==> src/rtl/ps2_pkg.sv <==
// Shared PS/2 definitions: transmit FSM states, frame geometry and frame builder.
// Also intended for reuse by a future device-side receiver.
package ps2_pkg;

  typedef enum logic [2:0] {
    IDLE,
    WAIT_BUS,
    BIT_HIGH,
    BIT_LOW,
    TAIL,
    ABORT
  } ps2_tx_state_t;

  localparam int unsigned PS2_FRAME_BITS = 11;
  localparam logic [3:0]  PS2_LAST_BIT   = 4'd10;

  // Bit 0 goes on the wire first: start 0, data LSB first, odd parity, stop 1.
  function automatic logic [PS2_FRAME_BITS-1:0] ps2_frame(input logic [7:0] data);
    return {1'b1, ~^data, data, 1'b0};
  endfunction

endpackage

==> src/rtl/ps2_device_tx_if.sv <==
// Byte handshake and open-collector pad signals of the PS/2 device transmitter.
// master = byte source plus pads, slave = ps2_device_tx.
interface ps2_device_tx_if;
  logic [7:0] tx_data;
  logic       tx_valid;
  logic       tx_ready;
  logic       ps2_clk_in;
  logic       ps2_data_in;
  logic       ps2_clk_oe;
  logic       ps2_data_oe;
  logic       busy;
  logic       done;
  logic       aborted;

  modport master (
    output tx_data, tx_valid, ps2_clk_in, ps2_data_in,
    input  tx_ready, ps2_clk_oe, ps2_data_oe, busy, done, aborted
  );

  modport slave (
    input  tx_data, tx_valid, ps2_clk_in, ps2_data_in,
    output tx_ready, ps2_clk_oe, ps2_data_oe, busy, done, aborted
  );
endinterface

==> src/rtl/ps2_phase_timer.sv <==
// 16-bit loadable down-counter; tc_o when it reaches zero, mid_o when it equals mid_val_i.
// The count holds at zero until the next load.
module ps2_phase_timer (
  input  logic        clock,
  input  logic        nres,
  input  logic        load_i,
  input  logic [15:0] load_val_i,
  input  logic [15:0] mid_val_i,
  output logic        tc_o,
  output logic        mid_o
);
  logic [15:0] cnt_q, cnt_d;

  always_comb begin
    cnt_d = cnt_q;
    if (load_i) begin
      cnt_d = load_val_i;
    end else if (cnt_q != 16'd0) begin
      cnt_d = cnt_q - 16'd1;
    end
  end

  always_ff @(posedge clock) begin
    if (!nres) begin
      cnt_q <= 16'd0;
    end else begin
      cnt_q <= cnt_d;
    end
  end

  assign tc_o  = (cnt_q == 16'd0);
  assign mid_o = (cnt_q == mid_val_i);
endmodule

==> src/rtl/ps2_device_tx.sv <==
// PS/2 device-side transmitter: generates the PS/2 clock and shifts out 11-bit frames.
// Define PS2_INHIBIT_RETRY_EN to resend an inhibited frame instead of dropping it.
module ps2_device_tx
  import ps2_pkg::*;
#(
  parameter int unsigned HALF_PERIOD = 3200,
  parameter int unsigned IDLE_HOLD   = 4000
) (
  input logic            clock,
  input logic            nres,
  ps2_device_tx_if.slave bus
);
  // state    | meaning
  // IDLE     | tx_ready high, waiting for a byte
  // WAIT_BUS | byte latched, waiting for IDLE_HOLD consecutive idle-bus samples
  // BIT_HIGH | clock released; data set mid-phase, inhibit sampled on last cycle
  // BIT_LOW  | clock driven low; host samples the bit
  // TAIL     | both lines released for one half-period before done
  // ABORT    | host inhibit seen; lines released, aborted pulsed

  localparam logic [15:0] HP_LOAD = 16'(HALF_PERIOD - 1);
  localparam logic [15:0] HP_MID  = 16'(HALF_PERIOD - HALF_PERIOD / 2);
  localparam logic [15:0] IH_LOAD = 16'(IDLE_HOLD - 1);

  ps2_tx_state_t             state_q;
  logic [7:0]                data_q;
  logic [3:0]                idx_q;
  logic                      tx_ready_q, busy_q, done_q, aborted_q, clk_oe_q, data_oe_q;
  logic                      line_idle, tmr_load, tmr_tc, tmr_mid;
  logic [15:0]               tmr_val;
  logic [PS2_FRAME_BITS-1:0] frame;

  assign line_idle = bus.ps2_clk_in & bus.ps2_data_in;
  assign frame     = ps2_frame(data_q);

  // Timer reloads: idle-hold count while not framing, half-period on every phase change.
  always_comb begin
    tmr_load = 1'b0;
    tmr_val  = HP_LOAD;
    case (state_q)
      IDLE, ABORT: begin
        tmr_load = 1'b1;
        tmr_val  = IH_LOAD;
      end
      WAIT_BUS: begin
        if (!line_idle) begin
          tmr_load = 1'b1;
          tmr_val  = IH_LOAD;
        end else begin
          tmr_load = tmr_tc;
        end
      end
      BIT_HIGH, BIT_LOW: tmr_load = tmr_tc;
      default: tmr_load = 1'b0;
    endcase
  end

  ps2_phase_timer u_timer (
    .clock      (clock),
    .nres       (nres),
    .load_i     (tmr_load),
    .load_val_i (tmr_val),
    .mid_val_i  (HP_MID),
    .tc_o       (tmr_tc),
    .mid_o      (tmr_mid)
  );

  always_ff @(posedge clock) begin
    if (!nres) begin
      state_q    <= IDLE;
      data_q     <= 8'd0;
      idx_q      <= 4'd0;
      tx_ready_q <= 1'b0;
      busy_q     <= 1'b0;
      done_q     <= 1'b0;
      aborted_q  <= 1'b0;
      clk_oe_q   <= 1'b0;
      data_oe_q  <= 1'b0;
    end else begin
      done_q    <= 1'b0;
      aborted_q <= 1'b0;
      case (state_q)
        IDLE: begin
          idx_q <= 4'd0;
          if (tx_ready_q && bus.tx_valid) begin
            data_q     <= bus.tx_data;
            busy_q     <= 1'b1;
            tx_ready_q <= 1'b0;
            state_q    <= WAIT_BUS;
          end else begin
            tx_ready_q <= 1'b1;
          end
        end
        WAIT_BUS: begin
          if (line_idle && tmr_tc) begin
            idx_q   <= 4'd0;
            state_q <= BIT_HIGH;
          end
        end
        BIT_HIGH: begin
          if (tmr_mid) begin
            data_oe_q <= ~frame[idx_q];
          end
          if (tmr_tc) begin
            if (!bus.ps2_clk_in) begin
              clk_oe_q  <= 1'b0;
              data_oe_q <= 1'b0;
              aborted_q <= 1'b1;
              state_q   <= ABORT;
            end else begin
              clk_oe_q <= 1'b1;
              state_q  <= BIT_LOW;
            end
          end
        end
        BIT_LOW: begin
          if (tmr_tc) begin
            clk_oe_q <= 1'b0;
            if (idx_q < PS2_LAST_BIT) begin
              idx_q   <= idx_q + 4'd1;
              state_q <= BIT_HIGH;
            end else begin
              data_oe_q <= 1'b0;
              state_q   <= TAIL;
            end
          end
        end
        TAIL: begin
          if (tmr_tc) begin
            done_q  <= 1'b1;
            busy_q  <= 1'b0;
            state_q <= IDLE;
          end
        end
        ABORT: begin
`ifdef PS2_INHIBIT_RETRY_EN
          state_q <= WAIT_BUS;
`else
          busy_q  <= 1'b0;
          state_q <= IDLE;
`endif
        end
        default: state_q <= IDLE;
      endcase
    end
  end

  assign bus.tx_ready    = tx_ready_q;
  assign bus.busy        = busy_q;
  assign bus.done        = done_q;
  assign bus.aborted     = aborted_q;
  assign bus.ps2_clk_oe  = clk_oe_q;
  assign bus.ps2_data_oe = data_oe_q;
endmodule

==> src/flat_wrapper.sv <==
// flat-port wrapper written by rule: the top's interface ports become plain ports
module ps2_device_tx_flat import ps2_pkg::*;
#(
  parameter int unsigned HALF_PERIOD = 3200,
  parameter int unsigned IDLE_HOLD   = 4000
)
  (clock, nres, bus_tx_data, bus_tx_valid, bus_ps2_clk_in, bus_ps2_data_in, bus_tx_ready, bus_ps2_clk_oe, bus_ps2_data_oe, bus_busy, bus_done, bus_aborted);
  ps2_device_tx_if bus_i ();
  input logic clock;
  input logic nres;
  input wire logic [$bits(bus_i.tx_data)-1:0] bus_tx_data;
  input wire logic [$bits(bus_i.tx_valid)-1:0] bus_tx_valid;
  input wire logic [$bits(bus_i.ps2_clk_in)-1:0] bus_ps2_clk_in;
  input wire logic [$bits(bus_i.ps2_data_in)-1:0] bus_ps2_data_in;
  output wire logic [$bits(bus_i.tx_ready)-1:0] bus_tx_ready;
  output wire logic [$bits(bus_i.ps2_clk_oe)-1:0] bus_ps2_clk_oe;
  output wire logic [$bits(bus_i.ps2_data_oe)-1:0] bus_ps2_data_oe;
  output wire logic [$bits(bus_i.busy)-1:0] bus_busy;
  output wire logic [$bits(bus_i.done)-1:0] bus_done;
  output wire logic [$bits(bus_i.aborted)-1:0] bus_aborted;
  assign bus_i.tx_data = bus_tx_data;
  assign bus_i.tx_valid = bus_tx_valid;
  assign bus_i.ps2_clk_in = bus_ps2_clk_in;
  assign bus_i.ps2_data_in = bus_ps2_data_in;
  assign bus_tx_ready = bus_i.tx_ready;
  assign bus_ps2_clk_oe = bus_i.ps2_clk_oe;
  assign bus_ps2_data_oe = bus_i.ps2_data_oe;
  assign bus_busy = bus_i.busy;
  assign bus_done = bus_i.done;
  assign bus_aborted = bus_i.aborted;
  ps2_device_tx #(.HALF_PERIOD(HALF_PERIOD), .IDLE_HOLD(IDLE_HOLD)) u_core (.clock(clock), .nres(nres), .bus(bus_i));
endmodule
==> config.mk <==
export PLATFORM = sky130hd
export DESIGN_NAME = ps2_device_tx_flat
export DESIGN_NICKNAME = d
export VERILOG_FILES = /design/src/rtl/ps2_pkg.sv /design/src/rtl/ps2_device_tx_if.sv /design/src/rtl/ps2_phase_timer.sv /design/src/rtl/ps2_device_tx.sv /design/src/flat_wrapper.sv
export SDC_FILE = /design/constraint.sdc
export NUM_CORES = 1
export LEC_CHECK = 0
export BUFFER_PORTS_ARGS = -buffer_cell sky130_fd_sc_hd__buf_2
export CAP_MARGIN = 20
export CORE_AREA = 4 4 65 67
export DETAILED_ROUTE_END_ITERATION = 16
export DIE_AREA = 0 0 69 71
export GPL_TIMING_DRIVEN = 0
export PLACE_DENSITY = 0.77
export SLEW_MARGIN = 40
export SYNTH_ARGS = -nofsm -noshare
export SYNTH_HDL_FRONTEND = slang
export SYNTH_SLANG_ARGS = --single-unit
==> constraint.sdc <==
create_clock -name clock -period 2 [get_ports clock]
set_input_delay 0.3 -clock clock [delete_from_list [all_inputs] [get_ports clock]]
set_output_delay 0.3 -clock clock [all_outputs]
set_load 0.05 [all_outputs]
-- Word level (Yosys, flattened, before mapping)
Index checks and enable logic that the tools add are counted.
- eq/ne operators: 13
- multiplexer cells: 35
- reductions and logical operators: 20
- add/subtract/negate cells: 2
- magnitude comparators: 2
- bitwise operators: 2
- operators with widths (kind ; count):
    2-to-1 mux 16 bit ; 2
    one-hot mux 16 bit (2 select lines) ; 1
    2-to-1 mux 3 bit ; 7
    equality test 16 x 11 -> 1 bit, second input constant ; 1
    zero test 16 bit ; 1
    nonzero test 16 bit ; 1
    subtractor 16 x 1 -> 16 bit, second input constant ; 1
    one-hot mux 3 bit (5 select lines) ; 1
    2-to-1 mux 1 bit ; 14
    2-to-1 mux 4 bit ; 3
    inequality test 2 x 1 -> 1 bit, second input constant ; 6
    one-hot mux 4 bit (3 select lines) ; 1
    AND reduction 3 bit ; 4
    2-to-1 mux 10 bit ; 1
    XNOR reduction 8 bit ; 1
    equality test 3 x 2 -> 1 bit, second input constant ; 2
    equality test 3 bit, second input constant ; 2
    one-hot mux 1 bit (3 select lines) ; 2
    nonzero test 3 bit ; 2
    less-than comparator 4 x 5 -> 1 bit, second input constant ; 1
    AND reduction 5 bit ; 1
    adder 4 x 1 -> 4 bit, second input constant ; 1
    binary-select mux 1 bit (select 4 bit) ; 1
    less-than comparator 4 bit, second input constant ; 1
    other kinds (11) ; 16
- input bits: 13
- word-level logic and storage cells: 84
- output and inout port bits: 6
- register bits: 37

-- Longest topological paths before layout
- depth after elaboration: 8
- mapped depth: 7

-- Modules after synthesis
From an unflattened synthesis, not the netlist that was laid out.
- cells, all modules: 267
- area total of the unflattened synthesis: 2252.2 um^2
- modules (own cells, without submodules) (module ; cells an instance ; instances ; area each (um^2)):
    ps2_device_tx ; 136 ; 1 ; 1171.1
    ps2_phase_timer ; 131 ; 1 ; 1081.0

-- Worst setup path before layout
No wires, ideal clock.
- path kind: register to register
- start point: register u_core.u_timer.cnt_q[0]
- end point: register u_core.data_oe_q (netlist: u_core.bus.ps2_data_oe)
- path slack: 0.248 ns
- cell stages (with the launch flop): 8
- arrival: 1.678 ns
- cell sequence: dfxtp_1 > inv_1 > ha_1 > nor4b_1 > and4_1 > a21o_1 > or3_1 > o21ai_0
- word-level cells in the longest chain between the ends: 5
- RTL lines (what ; line ; RTL):
    from (decl) ; ps2_phase_timer.sv:12 ; logic [15:0] cnt_q, cnt_d;
    from (signal assigned) ; ps2_phase_timer.sv:27 ; cnt_q <= cnt_d;
    equality test 16 x 11 -> 1 bit ; ps2_phase_timer.sv:32 ; assign mid_o = (cnt_q == mid_val_i);
    2-to-1 mux 1 bit ; ps2_device_tx.sv:101 ; if (tmr_mid) begin
    2-to-1 mux 1 bit ; ps2_device_tx.sv:105 ; if (!bus.ps2_clk_in) begin
    2-to-1 mux 1 bit ; ps2_device_tx.sv:104 ; if (tmr_tc) begin
    one-hot mux 1 bit (2 select lines) ; ps2_device_tx.sv:82 ; case (state_q)
    to (signal assigned) ; ps2_device_tx.sv:102 ; data_oe_q <= ~frame[idx_q];
    to (decl) ; ps2_device_tx.sv:28 ; logic tx_ready_q, busy_q, done_q, aborted_q, clk_oe_q, data_oe_q;
Several ways; a longest one is shown, not always the timed one.
A chain may end at the register's enable or synchronous reset.

-- Worst setup path in the final report
- start point: register u_core.u_timer.cnt_q[12]
- end point: register u_core.u_timer.cnt_q[6]
- word-level cells in the longest chain between the ends: 4
- RTL lines (what ; line ; RTL):
    zero test 16 bit ; ps2_phase_timer.sv:31 ; assign tc_o = (cnt_q == 16'd0);
    2-to-1 mux 1 bit ; ps2_device_tx.sv:46 ; if (!line_idle) begin
    one-hot mux 1 bit (3 select lines) ; ps2_device_tx.sv:40 ; case (state_q)
    2-to-1 mux 16 bit / nonzero test 2 bit (equally long branches) ; n/a ;
Several ways; a longest one is shown, not always the timed one.

==> impl_table.tex <==
\begin{tabular}{lr}
\hline
Metric & Value \\
\hline
\multicolumn{2}{l}{\textbf{Logic synthesis}} \\
\quad Number of synthesized flops with an enable pin & 0 \\
\quad Syn Nets & 269 \\
\quad Ys Warns & 0 \\
\quad Register bit total from synthesis & 37 \\
\quad Number of distinct library cells after synthesis & 56 \\
\quad Cell area after synthesis & 0.00209 sq mm \\
\quad Sequential-to-total area share from yosys stat & 35.5\% \\
\quad Most used flip-flop cell after synthesis & sky130\_fd\_sc\_hd\_\_dfxtp\_1 \\
\quad Top cell type's share of synthesized area & 35.5\% \\
\quad Cell count after synthesis & 254 \\
\quad Post-Syn Area per Cell & 8.22 sq um \\
\quad Leading area contributor after synthesis & sky130\_fd\_sc\_hd\_\_dfxtp\_1 \\
\quad Most area-consuming cells after synthesis & sky130\_fd\_sc\_hd\_\_dfxtp\_1 35\%, sky130\_fd\_sc\_hd\_\_nand2\_1 5.8\%, sky130\_fd\_sc\_hd\_\_xnor2\_1 5.0\%, sky130\_fd\_sc\_hd\_\_a21boi\_0 4.3\%, sky130\_fd\_sc\_hd\_\_nor3\_1 4.1\% \\
\quad Async SR Flop Fraction & 0\% \\
\multicolumn{2}{l}{\textbf{Power and ir drop}} \\
\quad Static power due to leakage & 0.000853 uW \\
\quad Power density over cell area & 741 mW/mm\^{}2 \\
\quad Clk pwr share & 30.7\% \\
\quad Reg power frac & 47.3\% \\
\quad Combinational cell fraction of total power & 22.0\% \\
\quad Internal power & 1210 uW \\
\quad Worst vdd ir & 0.000417 V \\
\quad Switching power of the nets & 559 uW \\
\quad Switching fraction of total power & 31.5\% \\
\multicolumn{2}{l}{\textbf{Hold path}} \\
\quad Launch point of the worst hold path & bus\_tx\_data[6] \\
\quad Endpoint with the worst hold slack & u\_core.data\_q[6]\$\_SDFFE\_PN0P\_ \\
\quad Hold Path Cell Cnt & 3 \\
\quad Worst min path class & input port to flip-flop \\
\multicolumn{2}{l}{\textbf{Timing}} \\
\quad Upper clock frequency limit & 0.528 GHz \\
\quad Accumulated negative setup slack & 0 ps \\
\quad Total setup violations reported at the end of the flow & 0 \\
\quad Crit path time final & 1890 ps \\
\quad Slew Limit Headroom & 50.6\% \\
\quad Worst Clk Skew & 14.0 ps \\
\quad Fin. max-slew vios & 0 \\
\quad Worst-Margin Slew & 736 ps \\
\quad Final worst-path cycle share & 94.7\% \\
\quad RSZ-0062 raised after global routing & no \\
\quad Number of hold violations in the final report & 0 \\
\multicolumn{2}{l}{\textbf{Place}} \\
\quad HPWL after detailed placement & 3490 microns \\
\quad Global placer's final weighted congestion & 0.879 \\
\quad Post-DP Area & 0.00224 sq mm \\
\quad Number of buffers added on ports & 18 \\
\multicolumn{2}{l}{\textbf{Layout}} \\
\quad Layout cells sized above 1 & 17.1\% \\
\quad Signed area change from the synthesized netlist to the final layout & 14.4\% \\
\quad Antenna Cells & 0 \\
\quad Design area & 0.00239 sq mm \\
\quad Most common library cell in the layout ignoring fill and taps & sky130\_fd\_sc\_hd\_\_dfxtp\_1 \\
\quad Most frequent cells in the layout & 35 x sky130\_fd\_sc\_hd\_\_dfxtp\_1, 32 x sky130\_fd\_sc\_hd\_\_nand2\_1, 20 x sky130\_fd\_sc\_hd\_\_buf\_2, 16 x sky130\_fd\_sc\_hd\_\_nor2\_1, 16 x sky130\_fd\_sc\_hd\_\_nor3\_1 \\
\quad Filler cell count in the final layout & 323 \\
\quad Nets & 296 \\
\multicolumn{2}{l}{\textbf{Clock tree}} \\
\quad Clk root buf & sky130\_fd\_sc\_hd\_\_clkbuf\_8 \\
\quad Clock tree from TritonCTS & yes \\
\quad Number of buffers created by CTS & 5 \\
\quad Clock buffer depth & 2 \\
\quad Clock network latency to the later pin of the worst-skew pair & 300 ps \\
\quad Hold-fix buffers at CTS & 0 \\
\quad Number of sinks handled by clock tree synthesis & 37 \\
\quad \# H-tree levels & 2 \\
\quad Clock-pin slew on the worst setup and hold paths & 80 ps \\
\multicolumn{2}{l}{\textbf{Setup path}} \\
\quad Nature of the critical path startpoint & flip-flop \\
\quad Depth of the worst register-to-register path & 5 \\
\quad Required time of the critical path & 2170 ps \\
\quad Worst r2r dst & u\_core.u\_timer.cnt\_q[6]\$\_SDFFE\_PN0P\_ \\
\quad Crit path max fanout & 9 \\
\quad Worst setup path category & flip-flop to flip-flop \\
\quad Origin of the critical flop-to-flop path & u\_core.u\_timer.cnt\_q[12]\$\_SDFFE\_PN0P\_ \\
\quad Worst setup EP type & flip-flop \\
\quad Arr. time, crit path & 2060 ps \\
\quad Register-to-register path setup slack & 110 ps \\
\multicolumn{2}{l}{\textbf{Routing}} \\
\quad Detailed-route via count & 1882 \\
\quad DRT antenna net count & 0 \\
\quad Router iterations before antenna repair & 4 \\
\quad Drt drc & 0 \\
\quad Average wire per standard cell & 14.7 microns \\
\quad Detail-routed via count per cell & 5.72 \\
\quad Post-detailed-routing wire length & 4830 microns \\
\quad Drt first-iter violations & 96 \\
\multicolumn{2}{l}{\textbf{GRT}} \\
\quad Met2 usage & 34.4\% \\
\quad First-pass GRT wire length & 8210 microns \\
\quad Met3 Resource Use GR & 6.53\% \\
\quad Via count of the first global-routing pass & 1858 \\
\quad Met1 global-route usage & 24.8\% \\
\quad Pin count of the biggest net entering global routing & 12 \\
\quad Antenna violations before repair & 0 \\
\quad GR Overflow Total & 0 \\
\quad Layer with the highest usage & met2 \\
\quad Overall routing resource usage & 20.5\% \\
\multicolumn{2}{l}{\textbf{Die}} \\
\quad Count of pins on the block boundary & 19 \\
\quad Initial core utilization & 57.5\% \\
\quad Die Height & 71 microns \\
\quad Core area & 0.00363 sq mm \\
\quad Overall die area & 0.00490 sq mm \\
\quad Die width & 69 microns \\
\quad Standard-cell rows & 22 \\
\multicolumn{2}{l}{\textbf{Flow run}} \\
\quad Total of max-cap violations & 0 \\
\multicolumn{2}{l}{\textbf{Status}} \\
\quad Status & complete, no violations \\
\hline
\end{tabular}
## sequential cells by signal, indices dropped and copies added (netlist names)
name / count
u_core.bus.ps2_data_oe: 1
u_core.bus.busy: 1
u_core.bus.done: 1
u_core.idx_q: 4
u_core.bus.tx_ready: 1
u_core.bus.aborted: 1
u_core.bus.ps2_clk_oe: 1
u_core.u_timer.cnt_q: 16
u_core.state_q: 3
u_core.data_q: 8
## synth_stat cells (6+ instances only)
| library cell | count |
|---|---|
| sky130_fd_sc_hd__a21boi_0 | 12 |
| sky130_fd_sc_hd__a21oi_1 | 13 |
| sky130_fd_sc_hd__dfxtp_1 | 37 |
| sky130_fd_sc_hd__inv_1 | 8 |
| sky130_fd_sc_hd__nand2_1 | 32 |
| sky130_fd_sc_hd__nand3_1 | 9 |
| sky130_fd_sc_hd__nor2_1 | 17 |
| sky130_fd_sc_hd__nor2b_1 | 10 |
| sky130_fd_sc_hd__nor3_1 | 17 |
| sky130_fd_sc_hd__o21ai_0 | 8 |
| sky130_fd_sc_hd__xnor2_1 | 12 |
| sky130_fd_sc_hd__xor2_1 | 6 |
## repair_timing
| item | in CTS | in global routing |
|---|---|---|
| pin swaps | 1 | 1 |
| setup endpoints to repair | 7 | 23 |
| buffers inserted | 0 | 2 |
| gates resized for setup | 2 | 9 |
## worst max-delay path by stage
stage,from,endpoint,slack [ps],depth (start not counted)
after floorplan,u_core.u_timer.cnt_q[0]$_SDFFE_PN0P_,u_core.bus.ps2_data_oe$_SDFFE_PN0P_,250,7
after global placement,u_core.u_timer.cnt_q[2]$_SDFFE_PN0P_,u_core.u_timer.cnt_q[6]$_SDFFE_PN0P_,1,6
after detailed placement,u_core.u_timer.cnt_q[2]$_SDFFE_PN0P_,u_core.u_timer.cnt_q[6]$_SDFFE_PN0P_,2,6
after CTS,u_core.u_timer.cnt_q[5]$_SDFFE_PN0P_,u_core.u_timer.cnt_q[6]$_SDFFE_PN0P_,1,6
after global routing,u_core.idx_q[2]$_SDFFE_PN0P_,u_core.idx_q[3]$_SDFFE_PN0P_,20,6
final,u_core.u_timer.cnt_q[12]$_SDFFE_PN0P_,u_core.u_timer.cnt_q[6]$_SDFFE_PN0P_,110,5
## layer usage
layer / vias to the layer above / wire length (microns) / part of all wire [%]
met5: - / 0 / 0
met4: 0 / 53 / 1.1
met3: 7 / 235 / 4.9
met2: 39 / 2320 / 48
met1: 870 / 2220 / 46
li1: 966 / - / -
## kinds of logic (layout without fill, tap and decap cells)
kind of cell / count (synthesis) / in the layout / synth area share, %
and+or+nand+nor: 115 / 115 / 30.3
xor gates and xnor gates: 18 / 18 / 7.55
AOI/OAI and AO/OA: 61 / 61 / 20.2
DFF: 37 / 37 / 35.5
adders and majority gates: 2 / 2 / 1.20
buffers and inverters: 17 / 44 / 3.36
muxes: 4 / 4 / 1.92
## area by class of cell
class / instances / area (sq um) / share of cell area (%)
plain buffers: 9 / 40.0 / 1.68
clock buffers: 6 / 82.6 / 3.46
clock inverters: 1 / 7.51 / 0.314
inverters: 8 / 30.0 / 1.26
multi-input cells: 200 / 1320 / 55.3
flip-flops and latches: 37 / 743 / 31.1
well taps: 48 / 60.1 / 2.51
repair buffers: 20 / 105 / 4.40
## worst max-delay path, stage by stage (launching register included)
cell and delay [ps]:
sky130_fd_sc_hd__dfxtp_1 360, sky130_fd_sc_hd__or4_1 670, sky130_fd_sc_hd__or2_0 260, sky130_fd_sc_hd__buf_2 180, sky130_fd_sc_hd__o21ai_1 240, sky130_fd_sc_hd__nor2_1 80
## power groups by stage
stage               sequential [uW]  combinational, uW  clock, uW
global route                    844                431        598
global placement                848                357          0
CTS                             832                372        553
detailed placement              849                366          0
floorplan                       861                263          0
finish                          837                390        544
## metrics by stage
step,worst slack (ps),total power (uW),hold WS [ps],std cells,utilization (%)
finish,107,1770,243,329,65.8
floorplan,248,1120,379,254,-
global route,21.7,1870,239,329,65.8
global placement,1.05,1200,454,320,61.6
detailed placement,1.83,1210,476,320,61.6
CTS,1.19,1760,240,327,64.3
No activity file was read; power rests on OpenSTA's default activity.
